**src/rtl/buf_demux_if.sv**
```systemverilog
// Byte-bus and pixel-side signals of the R/G/B demultiplexer.
// slave = demux side, master = bus driver / pixel consumer side.
interface buf_demux_if #(
    parameter int DATA_W = 8,
    parameter int CNT_W  = 16
) ();
    logic [DATA_W-1:0] buf_dat;
    logic              buf_vld;
    logic              buf_sof;
    logic              buf_rdy;
    logic              sel_r;
    logic              sel_g;
    logic              sel_b;
    logic [DATA_W-1:0] r;
    logic [DATA_W-1:0] g;
    logic [DATA_W-1:0] b;
    logic              pix_vld;
    logic              pix_rdy;
    logic              sync_err;
    logic [CNT_W-1:0]  pix_cnt;

    modport slave (
        input  buf_dat, buf_vld, buf_sof, pix_rdy,
        output buf_rdy, sel_r, sel_g, sel_b, r, g, b, pix_vld, sync_err, pix_cnt
    );

    modport master (
        output buf_dat, buf_vld, buf_sof, pix_rdy,
        input  buf_rdy, sel_r, sel_g, sel_b, r, g, b, pix_vld, sync_err, pix_cnt
    );
endinterface

```
**src/rtl/buf_demux.sv**
```systemverilog
// Reassembles an R,G,B byte stream into pixels with one-hot channel select and SOF resync.
// Latency: B byte taken at cycle N -> pix_vld at N+1; one byte/cycle sustained.
// Backpressure: buf_rdy drops only in B phase while the output pixel is held (SOF bytes still accepted).
module buf_demux #(
    parameter int DATA_W = 8,
    parameter int CNT_W  = 16
) (
    input  logic        clk,
    input  logic        reset,
    buf_demux_if.slave  bus
);
    localparam logic [2:0] PH_R = 3'b001;
    localparam logic [2:0] PH_G = 3'b010;
    localparam logic [2:0] PH_B = 3'b100;

    logic [2:0]        phase;
    logic [DATA_W-1:0] r_hold;
    logic [DATA_W-1:0] g_hold;
    logic [DATA_W-1:0] r_q;
    logic [DATA_W-1:0] g_q;
    logic [DATA_W-1:0] b_q;
    logic              pix_vld_q;
    logic              sync_err_q;
    logic [CNT_W-1:0]  cnt_q;
    logic              buf_rdy;
    logic              take;
    logic              handoff;

    // An SOF byte never touches the output regs, so it may enter even when the output is full.
    assign buf_rdy = (phase != PH_B) || !pix_vld_q || bus.pix_rdy || (bus.buf_vld && bus.buf_sof);
    assign take    = bus.buf_vld && buf_rdy;
    assign handoff = pix_vld_q && bus.pix_rdy;

    always_ff @(posedge clk) begin
        if (reset) begin
            phase      <= PH_R;
            r_hold     <= '0;
            g_hold     <= '0;
            r_q        <= '0;
            g_q        <= '0;
            b_q        <= '0;
            pix_vld_q  <= 1'b0;
            sync_err_q <= 1'b0;
            cnt_q      <= '0;
        end else begin
            sync_err_q <= 1'b0;
            if (handoff) begin
                pix_vld_q <= 1'b0;
                cnt_q     <= cnt_q + CNT_W'(1);
            end
            if (take) begin
                if (bus.buf_sof) begin
                    r_hold     <= bus.buf_dat;
                    phase      <= PH_G;
                    sync_err_q <= (phase != PH_R);
                end else begin
                    case (phase)
                        PH_R: begin
                            r_hold <= bus.buf_dat;
                            phase  <= PH_G;
                        end
                        PH_G: begin
                            g_hold <= bus.buf_dat;
                            phase  <= PH_B;
                        end
                        PH_B: begin
                            r_q       <= r_hold;
                            g_q       <= g_hold;
                            b_q       <= bus.buf_dat;
                            pix_vld_q <= 1'b1;
                            phase     <= PH_R;
                        end
                        default: phase <= PH_R;
                    endcase
                end
            end
        end
    end

    assign bus.buf_rdy  = buf_rdy;
    assign bus.sel_r    = phase[0];
    assign bus.sel_g    = phase[1];
    assign bus.sel_b    = phase[2];
    assign bus.r        = r_q;
    assign bus.g        = g_q;
    assign bus.b        = b_q;
    assign bus.pix_vld  = pix_vld_q;
    assign bus.sync_err = sync_err_q;
    assign bus.pix_cnt  = cnt_q;
endmodule
```
**src/flat_wrapper.sv**
```systemverilog
// flat-port wrapper written by rule: the top's interface ports become plain ports
module buf_demux_flat 
#(
    parameter int DATA_W = 8,
    parameter int CNT_W  = 16
)
  (clk, reset, bus_buf_dat, bus_buf_vld, bus_buf_sof, bus_pix_rdy, bus_buf_rdy, bus_sel_r, bus_sel_g, bus_sel_b, bus_r, bus_g, bus_b, bus_pix_vld, bus_sync_err, bus_pix_cnt);
  buf_demux_if #(.DATA_W(DATA_W), .CNT_W(CNT_W)) bus_i ();
  input  logic clk;
  input  logic reset;
  input wire logic [$bits(bus_i.buf_dat)-1:0] bus_buf_dat;
  input wire logic [$bits(bus_i.buf_vld)-1:0] bus_buf_vld;
  input wire logic [$bits(bus_i.buf_sof)-1:0] bus_buf_sof;
  input wire logic [$bits(bus_i.pix_rdy)-1:0] bus_pix_rdy;
  output wire logic [$bits(bus_i.buf_rdy)-1:0] bus_buf_rdy;
  output wire logic [$bits(bus_i.sel_r)-1:0] bus_sel_r;
  output wire logic [$bits(bus_i.sel_g)-1:0] bus_sel_g;
  output wire logic [$bits(bus_i.sel_b)-1:0] bus_sel_b;
  output wire logic [$bits(bus_i.r)-1:0] bus_r;
  output wire logic [$bits(bus_i.g)-1:0] bus_g;
  output wire logic [$bits(bus_i.b)-1:0] bus_b;
  output wire logic [$bits(bus_i.pix_vld)-1:0] bus_pix_vld;
  output wire logic [$bits(bus_i.sync_err)-1:0] bus_sync_err;
  output wire logic [$bits(bus_i.pix_cnt)-1:0] bus_pix_cnt;
  assign bus_i.buf_dat = bus_buf_dat;
  assign bus_i.buf_vld = bus_buf_vld;
  assign bus_i.buf_sof = bus_buf_sof;
  assign bus_i.pix_rdy = bus_pix_rdy;
  assign bus_buf_rdy = bus_i.buf_rdy;
  assign bus_sel_r = bus_i.sel_r;
  assign bus_sel_g = bus_i.sel_g;
  assign bus_sel_b = bus_i.sel_b;
  assign bus_r = bus_i.r;
  assign bus_g = bus_i.g;
  assign bus_b = bus_i.b;
  assign bus_pix_vld = bus_i.pix_vld;
  assign bus_sync_err = bus_i.sync_err;
  assign bus_pix_cnt = bus_i.pix_cnt;
  buf_demux #(.DATA_W(DATA_W), .CNT_W(CNT_W)) u_core (.clk(clk), .reset(reset), .bus(bus_i));
endmodule
```
**config.mk**
```make
export PLATFORM = sky130hd
export DESIGN_NAME = buf_demux_flat
export DESIGN_NICKNAME = d
export VERILOG_FILES = /design/src/rtl/buf_demux_if.sv /design/src/rtl/buf_demux.sv /design/src/flat_wrapper.sv
export SDC_FILE = /design/constraint.sdc
export NUM_CORES = 1
export LEC_CHECK = 0
export ABC_CLOCK_PERIOD_IN_PS = 1500
export BUFFER_PORTS_ARGS = -buffer_cell sky130_fd_sc_hd__buf_2
export CORE_MARGIN = 2
export CORE_UTILIZATION = 52
export DETAILED_ROUTE_END_ITERATION = 8
export GPL_TIMING_DRIVEN = 0
export HOLD_SLACK_MARGIN = 0.15
export PLACE_DENSITY = 0.78
export SLEW_MARGIN = 5
export SYNTH_ARGS = -nofsm -noshare
export SYNTH_HDL_FRONTEND = slang
export SYNTH_SLANG_ARGS = --single-unit
```
**constraint.sdc**
```tcl
create_clock -name clk -period 1.5 [get_ports clk]
set_input_delay 0.225 -clock clk [delete_from_list [all_inputs] [get_ports clk]]
set_output_delay 0.225 -clock clk [all_outputs]
set_load 0.03 [all_outputs]
```
Word level (Yosys, flattened, before mapping) --
Cells that the tools add are included.
Storage, ports and cells: bits in registers 61, logic and storage cells 37
Cells by class: add/subtract/negate cells 1, equal/unequal tests 5, muxes and demuxes 8, bitwise operators 2, reduce and logical (&&, ||, !) cells 12
Operator list (number):
- 16-bit by 1-bit adder with 16-bit output, second input constant | 1
- 8-bit 2-to-1 mux | 2
- 3-bit case mux with 2 select lines | 1
- 3-bit AND reduction | 2
- 1-bit 2-to-1 mux | 4
- 3-bit by 1-bit equality test with 1-bit output, second input constant | 1
- 3-bit by 2-bit equality test with 1-bit output, second input constant | 1
- 3-bit equality test, second input constant | 1
- 1-bit logical AND | 3
- 1-bit logical OR | 3
- 3-bit 2-to-1 mux | 1
- 3-bit by 1-bit != test with 1-bit output, second input constant | 1
- 3-bit != test, second input constant | 1
- 3-bit OR reduction | 1
- 1-bit NOT | 2
- 2-bit AND reduction | 1
- 2-bit nonzero test | 1
- 1-bit logical NOT | 1

Longest topological paths before layout --
word-level depth 7, mapped depth 6, depth with buffers taken out 5

Worst setup path after synthesis --
OpenSTA, ideal clock, no wires.
kind reg2reg, from reg u_core.cnt_q[0], in the netlist u_core.bus.pix_cnt[0], to reg u_core.cnt_q[12], in the netlist u_core.bus.pix_cnt[12], setup time 0.121 ns, data arrival time 1.510 ns, data required time 1.379 ns, path slack -0.131 ns, cell stages (with the launch flop) 7, buffers on the path 1, period minus slack after synthesis 1.631 ns, cell sequence dfxtp_1 > ha_1 > and4_1 > buf_4 > nand3_1 > nor2_1 > mux2_2
On the way: cells in the longest elaborated chain, start to end 1
Ends and longest elaborated chain:
- start, declared | line buf_demux.sv:24 | logic [CNT_W-1:0] cnt_q;
- start signal, assigned | line buf_demux.sv:49 | cnt_q <= cnt_q + CNT_W'(1);
- 16-bit by 1-bit adder with 16-bit output | line buf_demux.sv:49
No other way between the ends. A chain may end at the register's enable or synchronous reset.

Worst setup path after layout --
Ends and elaborated chain as after synthesis.

==> results.sh <==
export IMPL_status="complete, no violations"
export IMPL_worst_ep_arrival_time_ns=1.64
export IMPL_hpwlAfterDp_mm=3.38
export IMPL_ir_drop_v=0.000924
export IMPL_grt_max_degree=12
export IMPL_grt_ovfl_total=0
export IMPL_slew_headroom_pct=62.7
export IMPL_cts_buffer_depth=2
export IMPL_firstDrtPassIters=4
export IMPL_ys_warn_count=0
export IMPL_fin_crit_sh_pct=94.4
export IMPL_synth_simple_area_share_pct=19.6
export IMPL_syn_to_final_growth_pct=26.8
export IMPL_viasPerCell=5.23
export IMPL_synth_most_common_cell="dfxtp_1"
export IMPL_final_cell_count_no_fill=370
export IMPL_ios=59
export IMPL_clkSinkCount=61
export IMPL_die_area_um2=5230
export IMPL_core_area_um2=4410
export IMPL_p_leak_nw=1.58
export IMPL_ant_nets=0
export IMPL_grt_first_pass_wirelength_mm=7.87
export IMPL_placed_area_um2=2780
export IMPL_holdWs_ns=0.162
export IMPL_n_antenna_cell=0
export IMPL_antenna_found_initial=0
export IMPL_seq_area_frac_synth_pct=50.3
export IMPL_setup_viol=0
export IMPL_synth_top_cell_by_area="dfxtp_1"
export IMPL_required_ns=1.73
export IMPL_cts_buffers=9
export IMPL_post_drt_wl_per_cell_um=13.5
export IMPL_mappedNetlistArea_um2=2430
export IMPL_netlist_instances=242
export IMPL_yosys_most_used_dff="dfxtp_1"
export IMPL_synth_area_top_cells="dfxtp_1, mux2i_1, nor2_1"
export IMPL_synthArstFlopShare_pct=0
export IMPL_period_minus_slack_ns=1.42
export IMPL_synth_common_cells="dfxtp_1, nor2_1, mux2i_1, xor2_1, a21oi_1"
export IMPL_muxShareOfSynthArea_pct=17.0
export IMPL_clkTransAtPathRegs_ns=0.07
export IMPL_rows=24
export IMPL_nNetsFinal=327
export IMPL_vias=1936
export IMPL_hold_path_class="in -> reg"
export IMPL_synth_cell_types=33
export IMPL_synth_compound_area_share_pct=3.71
export IMPL_fin_tns_setup_ns=0
export IMPL_wl_mm=5.00
export IMPL_slew_viol_final=0
export IMPL_place_congestion=0.785
export IMPL_worst_pin_slew_ns=0.559
export IMPL_crit_path_start_kind="flop"
export IMPL_cap_violations=0
export IMPL_die_y_um=72.3
export IMPL_start_util_pct=55.0
export IMPL_dp_cells=350
export IMPL_powerDensity_nw_per_um2=1080
export IMPL_synth_enable_flop_cells=0
export IMPL_h_tree_depth=3
export IMPL_max_freq_mhz=706
export IMPL_clkLatencyLatePin_ns=0.33
export IMPL_ys_ff_latch=61
export IMPL_drt_iter0_drc=92
export IMPL_synthAdderAreaFrac_pct=0.516
export IMPL_clock_skew_ns=0.0106
export IMPL_synthXorXnorAreaFrac_pct=3.97
export IMPL_critPathCaptureType="flop"
export IMPL_drive_gt1_share_pct=33.3
export IMPL_crit_type="reg -> reg"
export IMPL_hold_viol=0
export IMPL_stdcell_area_um2=3080
export IMPL_synth_top_area_share_pct=50.3
export IMPL_io_buffers=56
export IMPL_final_core_util_pct=69.7
export IMPL_cts_root_buf="clkbuf_8"
export IMPL_drc_errors=0
export IMPL_synth_top_family_by_area="simple AND/OR/NAND/NOR gates"
export IMPL_cts_tree="done"
export IMPL_synth_fp_nets=256
export IMPL_cp_max_fo=4
export IMPL_syn_area_per_cell_um2=10.0
export IMPL_grt_pass1_vias=1768
export IMPL_grtUsageTotal_pct=20.0
export IMPL_die_w_um=72.3
layout make-up:
| class | instances | area, µm² |
|---|---|---|
| Timing Repair Buffer | 60 | 318 |
| Clock inverter | 5 | 58.8 |
| Clock buffer | 11 | 151 |
| Fill cell | 343 | 1340 |
| Tap cell | 52 | 65.1 |
| Buffer | 16 | 118 |
| Multi-Input combinational cell | 163 | 1120 |
| Sequential cell | 61 | 1240 |
| Inverter | 2 | 7.51 |
registers in the layout (all words and copies together), names as in the netlist:
signal               cells
u_core.bus.pix_cnt      16
u_core.bus.b             8
u_core.bus.g             8
u_core.bus.r             8
u_core.g_hold            8
u_core.r_hold            8
u_core.phase             3
u_core.bus.pix_vld       1
u_core.bus.sync_err      1
cells in the final DEF (no fill, tap or decap), types with 2 or more instances in the layout:
cell type / Yosys / layout
buf_2: 2 / 56
nand2b_1: 3 / 2
dfxtp_2: 0 / 7
clkinvlp_4: 0 / 2
inv_1: 2 / 2
nor2_1: 54 / 52
nor2_2: 0 / 2
mux2i_1: 40 / 40
buf_6: 5 / 6
dlygate4sd3_1: 0 / 2
clkbuf_1: 6 / 6
dfxtp_4: 0 / 2
clkbuf_8: 0 / 11
nand3_1: 6 / 5
and3_2: 2 / 2
and4_1: 4 / 4
o21ai_0: 5 / 5
dfxtp_1: 61 / 52
a21oi_1: 8 / 7
nand2_1: 6 / 6
xor2_1: 10 / 10
buf_4: 3 / 5
or3_1: 3 / 3
nand4_1: 6 / 6
worst max-delay path: stages (launching register included):
cell and delay (ns):
dfxtp_4 0.35, ha_1 0.16, and4_1 0.19, buf_6 0.11, nand3_2 0.07, nor2_2 0.11, mux2_2 0.33
metal layers:
layer / global-route usage, % / part of all wire [%] / up-vias
met5: 0 / 0 / -
met1: 24.7 / 47 / 904
met4: 9.64 / 2.1 / 0
met3: 7.64 / 6.4 / 12
met2: 30.7 / 44 / 54
li1: - / - / 966
worst paths after layout:
kind | endpoint | cells after the start | slack (ns) | from
max | u_core.bus.pix_cnt[12]$_SDFFE_PP0P_ | 6 | 0.08 | u_core.bus.pix_cnt[0]$_SDFFE_PP0P_
min reg2reg | u_core.bus.pix_cnt[1]$_SDFFE_PP0P_ | 2 | 0.48 | u_core.bus.pix_cnt[1]$_SDFFE_PP0P_
min | u_core.bus.b[4]$_SDFFE_PP0P_ | 3 | 0.16 | bus_buf_dat[4]
max reg2reg | u_core.bus.pix_cnt[12]$_SDFFE_PP0P_ | 6 | 0.08 | u_core.bus.pix_cnt[0]$_SDFFE_PP0P_
stage by stage:
| step | power (mW) | setup WS (ns) |
|---|---|---|
| 2_1_floorplan | 1.80 | 0.00451 |
| 3_3_place_gp | 1.85 | 0.0543 |
| 3_5_place_dp | 1.85 | 0.00479 |
| 4_1_cts | 3.34 | 0.0293 |
| 5_1_grt | 3.42 | -0.00139 |
| 6_report | 3.31 | 0.0838 |
report_power, final:
part | total (mW) | switching [mW] | internal, mW
Combinational | 0.161 | 0.0949 | 0.0658
Clock | 1.49 | 0.636 | 0.857
Sequential | 1.66 | 0.0204 | 1.64
cell families after synthesis:
| logic type | after synthesis |
|---|---|
| and+or+nand+nor | 94 |
| AOI/OAI and AO/OA | 16 |
| adders and majority gates | 1 |
| buffers and inverters | 18 |
| DFF | 61 |
| xor gates and xnor gates | 11 |
| muxes | 41 |
what timing repair did:
action,4_1_cts,5_1_grt
hold endpoints to repair,3,0
hold buffers,2,0
pin swaps,0,3
gates resized for setup,2,15
cloned,0,0
setup buffers,0,2
setup endpoints to repair,1,23
Power figures use the tool's default switching activity.
